`config.mk`:
```
export PLATFORM = sky130hd
export DESIGN_NAME = activation_decompressor
export DESIGN_NICKNAME = d
export VERILOG_FILES = /design/src/rtl/activation_decompressor.sv
export SDC_FILE = /design/constraint.sdc
export NUM_CORES = 1
export LEC_CHECK = 0
export CAP_MARGIN = 25
export CORE_UTILIZATION = 60
export CTS_BUF_LIST = sky130_fd_sc_hd__clkbuf_8
export DETAILED_ROUTE_END_ITERATION = 12
export PLACE_DENSITY = 0.89
export SLEW_MARGIN = 20
export SYNTH_ARGS = -nofsm -noshare
export SYNTH_HDL_FRONTEND = slang
export SYNTH_SLANG_ARGS = --single-unit
```
`constraint.sdc`:
```
create_clock -name clk -period 5.7 [get_ports clk]
set_clock_uncertainty 0.05 [all_clocks]
set_input_delay 1.71 -clock clk [delete_from_list [all_inputs] [get_ports clk]]
set_output_delay 1.71 -clock clk [all_outputs]
set_load 0.02 [all_outputs]
```
`src/rtl/activation_decompressor.sv`:
```
// activation_decompressor
//   Expands one run-length-compressed activation tile held in the activation RAM
//   into a dense, raster-ordered stream of 8-bit values over the tile's center
//   region (halo excluded). RAM word 0 holds the entry count; each entry carries
//   a zero-run length in the index field and a value in the low 8 value bits.
//   Trailing zeros are not stored, so the stream is padded with zeros up to the
//   full center size.
// Ports
//   clk, reset_n          clock, asynchronous active-low reset
//   start                 level request to decode one tile
//   bitwidth, kernel_size tile geometry, sampled when a decode begins
//   iaram_address         RAM read address (data returns one cycle later)
//   iaram_value           RAM read data (length in word 0, value in entries)
//   iaram_indices_value   RAM index field (zero-run length)
//   out_valid/out_ready   dense element handshake
//   out_value             element value
//   out_row, out_column   absolute tile coordinates of the element
//   done                  tile complete, held until start drops
//   error                 sticky: entries described more than the center region
module activation_decompressor #(
    parameter int unsigned RAM_WIDTH   = 10,
    parameter int unsigned TILE_SIZE   = 256,
    parameter int unsigned INDEX_WIDTH = 4
) (
    input  logic                        clk,
    input  logic                        reset_n,
    input  logic                        start,
    input  logic [1:0]                  bitwidth,
    input  logic [2:0]                  kernel_size,
    output logic [RAM_WIDTH-2:0]        iaram_address,
    input  logic [24:0]                 iaram_value,
    input  logic [INDEX_WIDTH-1:0]      iaram_indices_value,
    output logic                        out_valid,
    input  logic                        out_ready,
    output logic [7:0]                  out_value,
    output logic [$clog2(TILE_SIZE):0]  out_row,
    output logic [$clog2(TILE_SIZE):0]  out_column,
    output logic                        done,
    output logic                        error
);

    localparam int unsigned ADDR_W = RAM_WIDTH - 1;
    localparam int unsigned POS_W  = $clog2(TILE_SIZE) + 1;
    localparam int unsigned CNT_W  = 2 * POS_W;

    typedef enum logic [3:0] {
        S_IDLE,
        S_LEN_REQ,
        S_LEN_WAIT,
        S_FETCH,
        S_ENTRY_WAIT,
        S_ZEROS,
        S_VALUE,
        S_PAD,
        S_DONE
    } state_t;

    state_t                 state_q, state_d;
    logic [POS_W-1:0]       halo_q, halo_d;
    logic [POS_W-1:0]       lim_q, lim_d;
    logic [POS_W-1:0]       side_q, side_d;
    logic [CNT_W-1:0]       center_q, center_d;
    logic [CNT_W-1:0]       emitted_q, emitted_d;
    logic [RAM_WIDTH-1:0]   length_q, length_d;
    logic [RAM_WIDTH-1:0]   ptr_q, ptr_d;
    logic [INDEX_WIDTH-1:0] zrun_q, zrun_d;
    logic [7:0]             val_q, val_d;
    logic [POS_W-1:0]       row_d, col_d;
    logic                   error_d;
    logic                   valid_d, done_d;
    logic [7:0]             value_d;
    logic [ADDR_W-1:0]      addr_d;

    logic [1:0]             cfg_shift;
    logic [POS_W-1:0]       cfg_tile;
    logic [POS_W-1:0]       cfg_halo;
    logic                   hs;
    logic                   at_end;
    logic                   unused_value_bits;

    // Entry words only use the low byte; the length word uses RAM_WIDTH bits.
    assign unused_value_bits = ^iaram_value[24:RAM_WIDTH];

    // Tile geometry from the live inputs, captured only when a decode starts.
    assign cfg_shift = (bitwidth == 2'd1) ? 2'd1 : ((bitwidth == 2'd2) ? 2'd3 : 2'd0);
    assign cfg_tile  = POS_W'(TILE_SIZE >> cfg_shift);
    assign cfg_halo  = POS_W'((kernel_size - 3'd1) >> 1);

    assign hs     = out_valid && out_ready;
    assign at_end = (emitted_q == center_q);

    // State, datapath and registered outputs.
    always_ff @(posedge clk or negedge reset_n) begin
        if (!reset_n) begin
            state_q       <= S_IDLE;
            halo_q        <= '0;
            lim_q         <= '0;
            side_q        <= '0;
            center_q      <= '0;
            emitted_q     <= '0;
            length_q      <= '0;
            ptr_q         <= '0;
            zrun_q        <= '0;
            val_q         <= '0;
            out_row       <= '0;
            out_column    <= '0;
            error         <= 1'b0;
            out_valid     <= 1'b0;
            out_value     <= '0;
            done          <= 1'b0;
            iaram_address <= '0;
        end else begin
            state_q       <= state_d;
            halo_q        <= halo_d;
            lim_q         <= lim_d;
            side_q        <= side_d;
            center_q      <= center_d;
            emitted_q     <= emitted_d;
            length_q      <= length_d;
            ptr_q         <= ptr_d;
            zrun_q        <= zrun_d;
            val_q         <= val_d;
            out_row       <= row_d;
            out_column    <= col_d;
            error         <= error_d;
            out_valid     <= valid_d;
            out_value     <= value_d;
            done          <= done_d;
            iaram_address <= addr_d;
        end
    end

    // Next-state logic.
    always_comb begin
        state_d = state_q;
        case (state_q)
            S_IDLE:       if (start) state_d = S_LEN_REQ;
            S_LEN_REQ:    state_d = S_LEN_WAIT;
            S_LEN_WAIT:   state_d = (iaram_value[RAM_WIDTH-1:0] == '0) ? S_PAD : S_FETCH;
            S_FETCH:      state_d = S_ENTRY_WAIT;
            S_ENTRY_WAIT: state_d = (iaram_indices_value != '0) ? S_ZEROS : S_VALUE;
            S_ZEROS: begin
                if (at_end)                                     state_d = S_DONE;
                else if (hs && zrun_q == INDEX_WIDTH'(1))       state_d = S_VALUE;
            end
            S_VALUE: begin
                if (at_end)  state_d = S_DONE;
                else if (hs) state_d = (ptr_q == length_q) ? S_PAD : S_FETCH;
            end
            S_PAD:        if (at_end) state_d = S_DONE;
            S_DONE:       if (!start) state_d = S_IDLE;
            default:      state_d = S_IDLE;
        endcase
    end

    // Datapath updates and next values of the registered outputs.
    always_comb begin
        halo_d    = halo_q;
        lim_d     = lim_q;
        side_d    = side_q;
        center_d  = center_q;
        emitted_d = emitted_q;
        length_d  = length_q;
        ptr_d     = ptr_q;
        zrun_d    = zrun_q;
        val_d     = val_q;
        row_d     = out_row;
        col_d     = out_column;
        error_d   = error;

        case (state_q)
            S_IDLE: begin
                if (start) begin
                    halo_d  = cfg_halo;
                    lim_d   = cfg_tile - cfg_halo;
                    side_d  = cfg_tile - (cfg_halo << 1);
                    error_d = 1'b0;
                end
            end
            S_LEN_REQ: center_d = CNT_W'(side_q) * CNT_W'(side_q);
            S_LEN_WAIT: begin
                length_d  = iaram_value[RAM_WIDTH-1:0];
                ptr_d     = RAM_WIDTH'(1);
                row_d     = halo_q;
                col_d     = halo_q;
                emitted_d = '0;
            end
            S_ENTRY_WAIT: begin
                zrun_d = iaram_indices_value;
                val_d  = iaram_value[7:0];
            end
            S_ZEROS, S_VALUE, S_PAD: begin
                if (at_end) begin
                    // Reaching the end with an entry still pending is an overrun.
                    if (state_q != S_PAD) error_d = 1'b1;
                end else if (hs) begin
                    emitted_d = emitted_q + CNT_W'(1);
                    if (out_column + POS_W'(1) == lim_q) begin
                        col_d = halo_q;
                        row_d = out_row + POS_W'(1);
                    end else begin
                        col_d = out_column + POS_W'(1);
                    end
                    if (state_q == S_ZEROS) zrun_d = zrun_q - INDEX_WIDTH'(1);
                    if (state_q == S_VALUE) ptr_d = ptr_q + RAM_WIDTH'(1);
                end
            end
            default: ;
        endcase

        // Outputs are registered from next-state values so they line up with the state.
        valid_d = ((state_d == S_ZEROS) || (state_d == S_VALUE) || (state_d == S_PAD))
                  && (emitted_d != center_d);
        value_d = (state_d == S_VALUE) ? val_d : 8'd0;
        done_d  = (state_d == S_DONE);
        addr_d  = (state_d == S_FETCH) ? ADDR_W'(ptr_d) : '0;
    end

endmodule

```
# Word-level counts from Yosys, hierarchy flattened
# Index checks and enable logic that the tools add are counted.
# word_totals
ff_bits	136
in_bits	38
out_inout_bits	38
# op_classes
addsub	8
n_mul	1
eq_ne	29
n_shift	1
n_mux	40
reduce_logical	18
# op_table
cell	count
$mux W9	7
$mux W18	3
$mux W4	10
$pmux W18 S2	1
$pmux W4 S9	1
$pmux W9 S2	2
$mux W10	3
$eq A4 B3 Y1 const B	7
$pmux W10 S2	1
$add A18 B1 Y18 const B	1
$add A9 B1 Y9 const B	2
$eq A18 B18 Y1	1
$mul A9 B9 Y18	1
$ne A18 B18 Y1	1
$mux W8	2
$ne A2 B2 Y1 const B	8
$reduce_and A4 Y1	4
$eq A4 B2 Y1 const B	3
$add A10 B1 Y10 const B	1
$eq A10 B10 Y1	1
$logic_not A10 Y1	1
$eq A9 B9 Y1	1
$shr A9 B2 Y9 const A	1
$sub A9 B8 Y9	1
other kinds (21)	33

# Logic depth before layout (Yosys ltp)
# Gate-level depths: netlist of the first run.
# logic_depth
depth_word	9
ltp_mapped	21

# Least setup slack after synthesis of the first run
# No wires, ideal clock.
# synth_path
path_kind	register to register
from	reg lim_q[1] (netlist name)
to	reg out_valid
setup_time_ns	0.130
t_arrival_ns	4.696
t_required_ns	5.520
setup_slack_ns	0.824
stages_incl_launch_ff	19
n_path_buf	1
cell_sequence	dfrtp_1 -> clkbuf_1 -> and2_1 -> fa_1 -> fa_1 -> fa_1 -> inv_1 -> fa_1 -> inv_1 -> ha_1 -> o21ai_0 -> o21ai_0 -> a2111oi_0 -> or3_1 -> nand3_1 -> xnor2_1 -> nand4_1 -> nor4_2 -> a31oi_1
# synth_lines
item	line_no	source
end signal: assignment	126	out_valid <= valid_d;
end: declaration	33	output logic out_valid,

# Final worst setup path of the first run
# layout_path
from	reg side_q[5]
to	reg out_valid
# layout_between
elab_chain_cells	4
# layout_lines
item	line_no	source
start: declaration	61	logic [POS_W-1:0] side_q, side_d;
start signal: assignment	116	side_q <= side_d;
$mul A9 B9 Y18	180	S_LEN_REQ: center_d = CNT_W'(side_q) * CNT_W'(side_q);
$mux W18	171	case (state_q)
net center_d[16]	62	logic [CNT_W-1:0] center_q, center_d;
$ne A18 B18 Y1	213	&& (emitted_d != center_d);
$logic_and A1 B1 Y1	213	
net valid_d	70	logic valid_d, done_d;
# The timed path passes the listed nets, and every way through them passes these cells.
# A chain may end at the register's enable or synchronous reset.

==> metrics.txt, run 1 <==
# TYPE chip_impl_metric gauge
chip_impl_metric{name="fin_crit_sh",unit=""} 0.954
chip_impl_metric{name="maximum_capacitance_violations",unit=""} 0
chip_impl_metric{name="hold_viol_final",unit=""} 0
chip_impl_metric{name="yosysSeqAreaShare",unit=""} 0.367
chip_impl_metric{name="multiInputGateArea",unit="mm2"} 0.00496
chip_impl_metric{name="synth_seq_cells",unit=""} 125
chip_impl_metric{name="globalplace.congestion",unit=""} 0.885
chip_impl_metric{name="clk-insertion-delay-late",unit="ns"} 0.46
chip_impl_metric{name="gr-usage-met3",unit=""} 0.0667
chip_impl_metric{name="synth_largest_type_area_fraction",unit=""} 0.367
chip_impl_metric{name="avgSynthCellArea",unit="um2"} 9.44
chip_impl_metric{name="gr-usage-met1",unit=""} 0.356
chip_impl_metric{name="dr_total_vias",unit=""} 6912
chip_impl_metric{name="timing.critical_path.arrival",unit="ns"} 5.72
chip_impl_metric{name="io_buffers",unit=""} 60
chip_impl_metric{name="highest_clock_frequency_the_design_can_meet",unit="MHz"} 184
chip_impl_metric{name="initial_core_util",unit=""} 0.614
chip_impl_info{name="nature_of_the_critical_path_startpoint",value="flip-flop"} 1
chip_impl_metric{name="preCtsSetupSlack",unit="ns"} 0.272
chip_impl_metric{name="max-clock-path-buffers",unit=""} 2
chip_impl_metric{name="post_route_cells_drive_above_1_share",unit=""} 0.0848
chip_impl_metric{name="worst_slew_pin_tran",unit="ns"} 0.868
chip_impl_metric{name="antenna_found_initial",unit=""} 0
chip_impl_metric{name="synth_cells",unit=""} 902
chip_impl_metric{name="grt.met2_usage",unit=""} 0.474
chip_impl_metric{name="cp.required",unit="ns"} 5.98
chip_impl_metric{name="timing.critical_path.buf_inv",unit=""} 3
chip_impl_metric{name="boundaryPins",unit=""} 76
chip_impl_metric{name="synth_async_reset_ratio",unit=""} 1.00
chip_impl_metric{name="cellLeakagePower",unit="nW"} 4.42
chip_impl_metric{name="tritoncts.num_buffers",unit=""} 17
chip_impl_metric{name="grt_util_all_layers",unit=""} 0.284
chip_impl_metric{name="fin_worst_hold_slack",unit="ns"} 0.451
chip_impl_metric{name="cpPeakStageDelay",unit="ns"} 0.54
chip_impl_metric{name="cts.sink_count",unit=""} 125
chip_impl_metric{name="core.rowCount",unit=""} 43
chip_impl_metric{name="grt_max_degree",unit=""} 49
chip_impl_metric{name="detailedRoute.firstPassIterationCount",unit=""} 5
chip_impl_info{name="cpMaxStageDelayCell",value="sky130_fd_sc_hd__fa_1"} 1
chip_impl_metric{name="netlist-cell-type-count",unit=""} 71
chip_impl_metric{name="worst_slew_margin_rel",unit=""} 0.418
chip_impl_info{name="kind_of_end_point_of_the_critical_path",value="flip-flop"} 1
chip_impl_metric{name="synthesis.yosys.warnings",unit=""} 0
chip_impl_metric{name="timing.final.max_slew_violations",unit=""} 0
chip_impl_metric{name="grt_first_pass_wirelength",unit="um"} 32600
chip_impl_metric{name="min_period",unit="ns"} 5.44
chip_impl_metric{name="layout-area-overhead-vs-synth",unit="%"} 13.1
chip_impl_metric{name="setup-tns-final",unit="ns"} 0
chip_impl_metric{name="final_cell_count_no_fill",unit=""} 1147
chip_impl_metric{name="synth_edf_count",unit=""} 0
chip_impl_metric{name="powerDensity",unit="mW/mm2"} 693
chip_impl_metric{name="area_of_the_core",unit="mm2"} 0.0139
chip_impl_metric{name="viasPerCell",unit=""} 6.03
chip_impl_metric{name="fin_total_pwr",unit="mW"} 6.67
chip_impl_info{name="rsz0062_at_grt",value="false"} 1
chip_impl_info{name="r2r-start",value="side_q[5]"} 1
chip_impl_info{name="cells_along_the_critical_path",value="and2_1 -> ha_1 -> a21oi_1 -> fa_1 -> inv_1 -> ha_1 -> inv_1 -> fa_1 -> inv_1 -> fa_1 -> a211oi_1 -> o21ai_0 -> a2111oi_1 -> or3_1 -> nand3_1 -> xnor2_1 -> nand4_1 -> nor4_2 -> a31oi_1"} 1
chip_impl_info{name="tritoncts",value="done"} 1
chip_impl_info{name="grt_most_used_layer",value="met2"} 1
chip_impl_metric{name="sequential_cell_area",unit="mm2"} 0.00313
chip_impl_metric{name="place_inst",unit=""} 1114
chip_impl_info{name="cts.root.buffer_cell",value="sky130_fd_sc_hd__clkbuf_8"} 1
chip_impl_info{name="start_to_end_type_of_the_worst_setup_path",value="reg -> reg"} 1
chip_impl_metric{name="dp_hpwl",unit="um"} 13900
chip_impl_metric{name="filler_cell_count",unit=""} 1028
chip_impl_metric{name="wl_per_cell",unit="um"} 17.0
chip_impl_metric{name="dieArea",unit="mm2"} 0.0147
chip_impl_info{name="startpoint",value="side_q[5]"} 1
chip_impl_metric{name="cts.reportedPaths.clkPinSlew",unit="ns"} 0.08
chip_impl_metric{name="cts.repair_timing.setup_buffer_count",unit=""} 0
chip_impl_info{name="path_delay_family",value="adder cells"} 1
chip_impl_metric{name="initialDrtViolationCount",unit=""} 625
chip_impl_metric{name="finalSetupViolCount",unit=""} 0
chip_impl_metric{name="fp.dieW",unit="um"} 121
chip_impl_info{name="status",value="completed"} 1
chip_impl_metric{name="final_antenna_net_count",unit=""} 0
chip_impl_metric{name="htree_levels",unit=""} 4
chip_impl_metric{name="finish.net_count",unit=""} 1062
chip_impl_metric{name="final_critical_path_setup_slack",unit="ns"} 0.264
chip_impl_metric{name="die-height",unit="um"} 121
chip_impl_info{name="synth.largest_area_cell",value="sky130_fd_sc_hd__dfrtp_1"} 1
chip_impl_info{name="hp-start",value="val_q[3]"} 1
chip_impl_metric{name="antenna_cells",unit=""} 0
chip_impl_metric{name="worstPathMaxFanout",unit=""} 10
chip_impl_metric{name="detailed_route_drc_error_count",unit=""} 0
chip_impl_info{name="ys_top_cells_by_area",value="sky130_fd_sc_hd__dfrtp_1 (37%), sky130_fd_sc_hd__ha_1 (6.8%), sky130_fd_sc_hd__fa_1 (5.6%)"} 1
chip_impl_metric{name="netlist_area",unit="mm2"} 0.00852
chip_impl_metric{name="wl",unit="um"} 19500
chip_impl_metric{name="grt_pass1_vias",unit=""} 6848
chip_impl_info{name="holdCritPathClass",value="reg -> reg"} 1
chip_impl_metric{name="max-vdd-ir-drop",unit="uV"} 601
chip_impl_metric{name="synth_fp_nets",unit=""} 1010
chip_impl_metric{name="grt.overflow.total",unit=""} 0
chip_impl_info{name="ys.flop_type",value="sky130_fd_sc_hd__dfrtp_1"} 1
==> placed cells by master (no fill, tap or decap), drive strengths merged, types with 4 or more instances in the layout <==
master and n:
and2 31, nor2 39, inv 70, and3 14, buf 11, clkinv 5, nand4 8, dfrtp 125
ha 46, or4 4, o31ai 7, nor3 13, clkinvlp 5, mux2i 24, a21o 4, clkbuf 18
o22a 12, a31oi 11, o211ai 10, mux2 10, a211oi 7, or3 4, nor2b 20, nor4 14
o2111ai 9, xnor2 45, fa 24, nand2 111, clkdlybuf4s50 59, nand3 36, xor2 31, o21ai 59
nand2b 4, a21oi 38
==> logic make-up after synthesis <==
logic type | synth area share
AOI/OAI and AO/OA | 0.140
DFF | 0.367
muxes | 0.0414
xor gates and xnor gates | 0.0790
and+or+nand+nor | 0.198
adders and majority gates | 0.124
buffers and inverters | 0.0502
==> Yosys cell counts (all sizes together), types with 2 or more instances <==
cell / count
and3: 14
mux2i: 24
nand3b: 3
buf: 15
inv: 67
a22o: 3
o2111a: 2
a211oi: 7
ha: 46
or4: 4
a21oi: 38
nor2b: 20
fa: 24
nor4: 14
a22oi: 3
a21o: 4
xnor2: 45
o21a: 2
dfrtp: 125
nor2: 39
nand2b: 4
o31ai: 7
or2: 3
and2: 31
o22a: 12
nand2: 111
or3: 4
mux2: 10
o2111ai: 9
nor3: 13
o21ai: 59
clkbuf: 22
and4: 2
o21bai: 3
xor2: 31
nor4b: 2
a31oi: 11
nand3: 36
a2111oi: 3
nand4: 8
o211ai: 10
a41oi: 2
==> sequential cells by signal (all words and copies together), names as in the netlist, 2 cells and up <==
register       cells
zrun_q             4
state_q            4
emitted_q         18
out_row            9
ptr_q             10
lim_q              9
halo_q             2
out_value          8
length_q          10
side_q             4
iaram_address      9
out_column         9
center_q          18
val_q              8
==> through the flow <==
step / cell area, um2 / util
4_1_cts: 9620 / 0.693
3_3_place_gp: 9230 / 0.665
6_report: 9630 / 0.694
2_1_floorplan: 8520 / -
5_1_grt: 9630 / 0.694
3_5_place_dp: 9230 / 0.665
==> power by group <==
group          internal (mW)  leakage, nW  switching (mW)
registers               1.18         1.61           0.328
logic                   1.79         2.63            2.60
clock network          0.363        0.181           0.407
==> area by class of cell <==
class                           instances  share of cell area
Clock buffer                           18              0.0257
Sequential cell                       125               0.325
Multi-Input combinational cell        673               0.515
Inverter                               67              0.0261
Tap cell                              180              0.0234
Clock inverter                         14              0.0144
Timing Repair Buffer                   70              0.0703
==> worst paths after layout <==
| kind | depth (start not counted) | slack, ns | endpoint |
|---|---|---|---|
| worst max-delay path | 19 | 0.26 | out_valid |
| worst min-delay path | 1 | 0.45 | val_q[3] |
| worst max register to register | 19 | 0.26 | out_valid |
| worst min register to register | 1 | 0.45 | val_q[3] |
| max in group asynchronous | 2 | 3.51 | center_q[8] |
| min in group asynchronous | 1 | 1.12 | iaram_address[0] |
==> timing repair <==
action / in CTS / in global routing
resized for setup: 0 / 1
hold buffers: 0 / 0
setup endpoints to repair: 0 / 1
==> worst register-to-register path, cell delays in order (launching register included) <==
cell and delay (ns):
sky130_fd_sc_hd__dfrtp_1 0.51, sky130_fd_sc_hd__and2_1 0.20, sky130_fd_sc_hd__ha_1 0.30, sky130_fd_sc_hd__a21oi_1 0.09, sky130_fd_sc_hd__fa_1 0.51, sky130_fd_sc_hd__inv_1 0.05, sky130_fd_sc_hd__ha_1 0.28, sky130_fd_sc_hd__inv_1 0.06
sky130_fd_sc_hd__fa_1 0.54, sky130_fd_sc_hd__inv_1 0.08, sky130_fd_sc_hd__fa_1 0.48, sky130_fd_sc_hd__a211oi_1 0.33, sky130_fd_sc_hd__o21ai_0 0.23, sky130_fd_sc_hd__a2111oi_1 0.45, sky130_fd_sc_hd__or3_1 0.18, sky130_fd_sc_hd__nand3_1 0.10
sky130_fd_sc_hd__xnor2_1 0.29, sky130_fd_sc_hd__nand4_1 0.19, sky130_fd_sc_hd__nor4_2 0.27, sky130_fd_sc_hd__a31oi_1 0.13
==> metal layers <==
layer | share of wire | routed length (um)
met4 | 0.026 | 514
met3 | 0.053 | 1040
met1 | 0.42 | 8140
met5 | 0 | 0
met2 | 0.50 | 9810
Power figures use the tool's default switching activity.
==> run 2, diff against run 1 <==
Settings changed: CTS_BUF_LIST sky130_fd_sc_hd__clkbuf_8 to sky130_fd_sc_hd__clkbuf_4 sky130_fd_sc_hd__clkbuf_8.
==> results of run 2 <==
No change in the layout: final DEF, timing and power equal those of run 1.
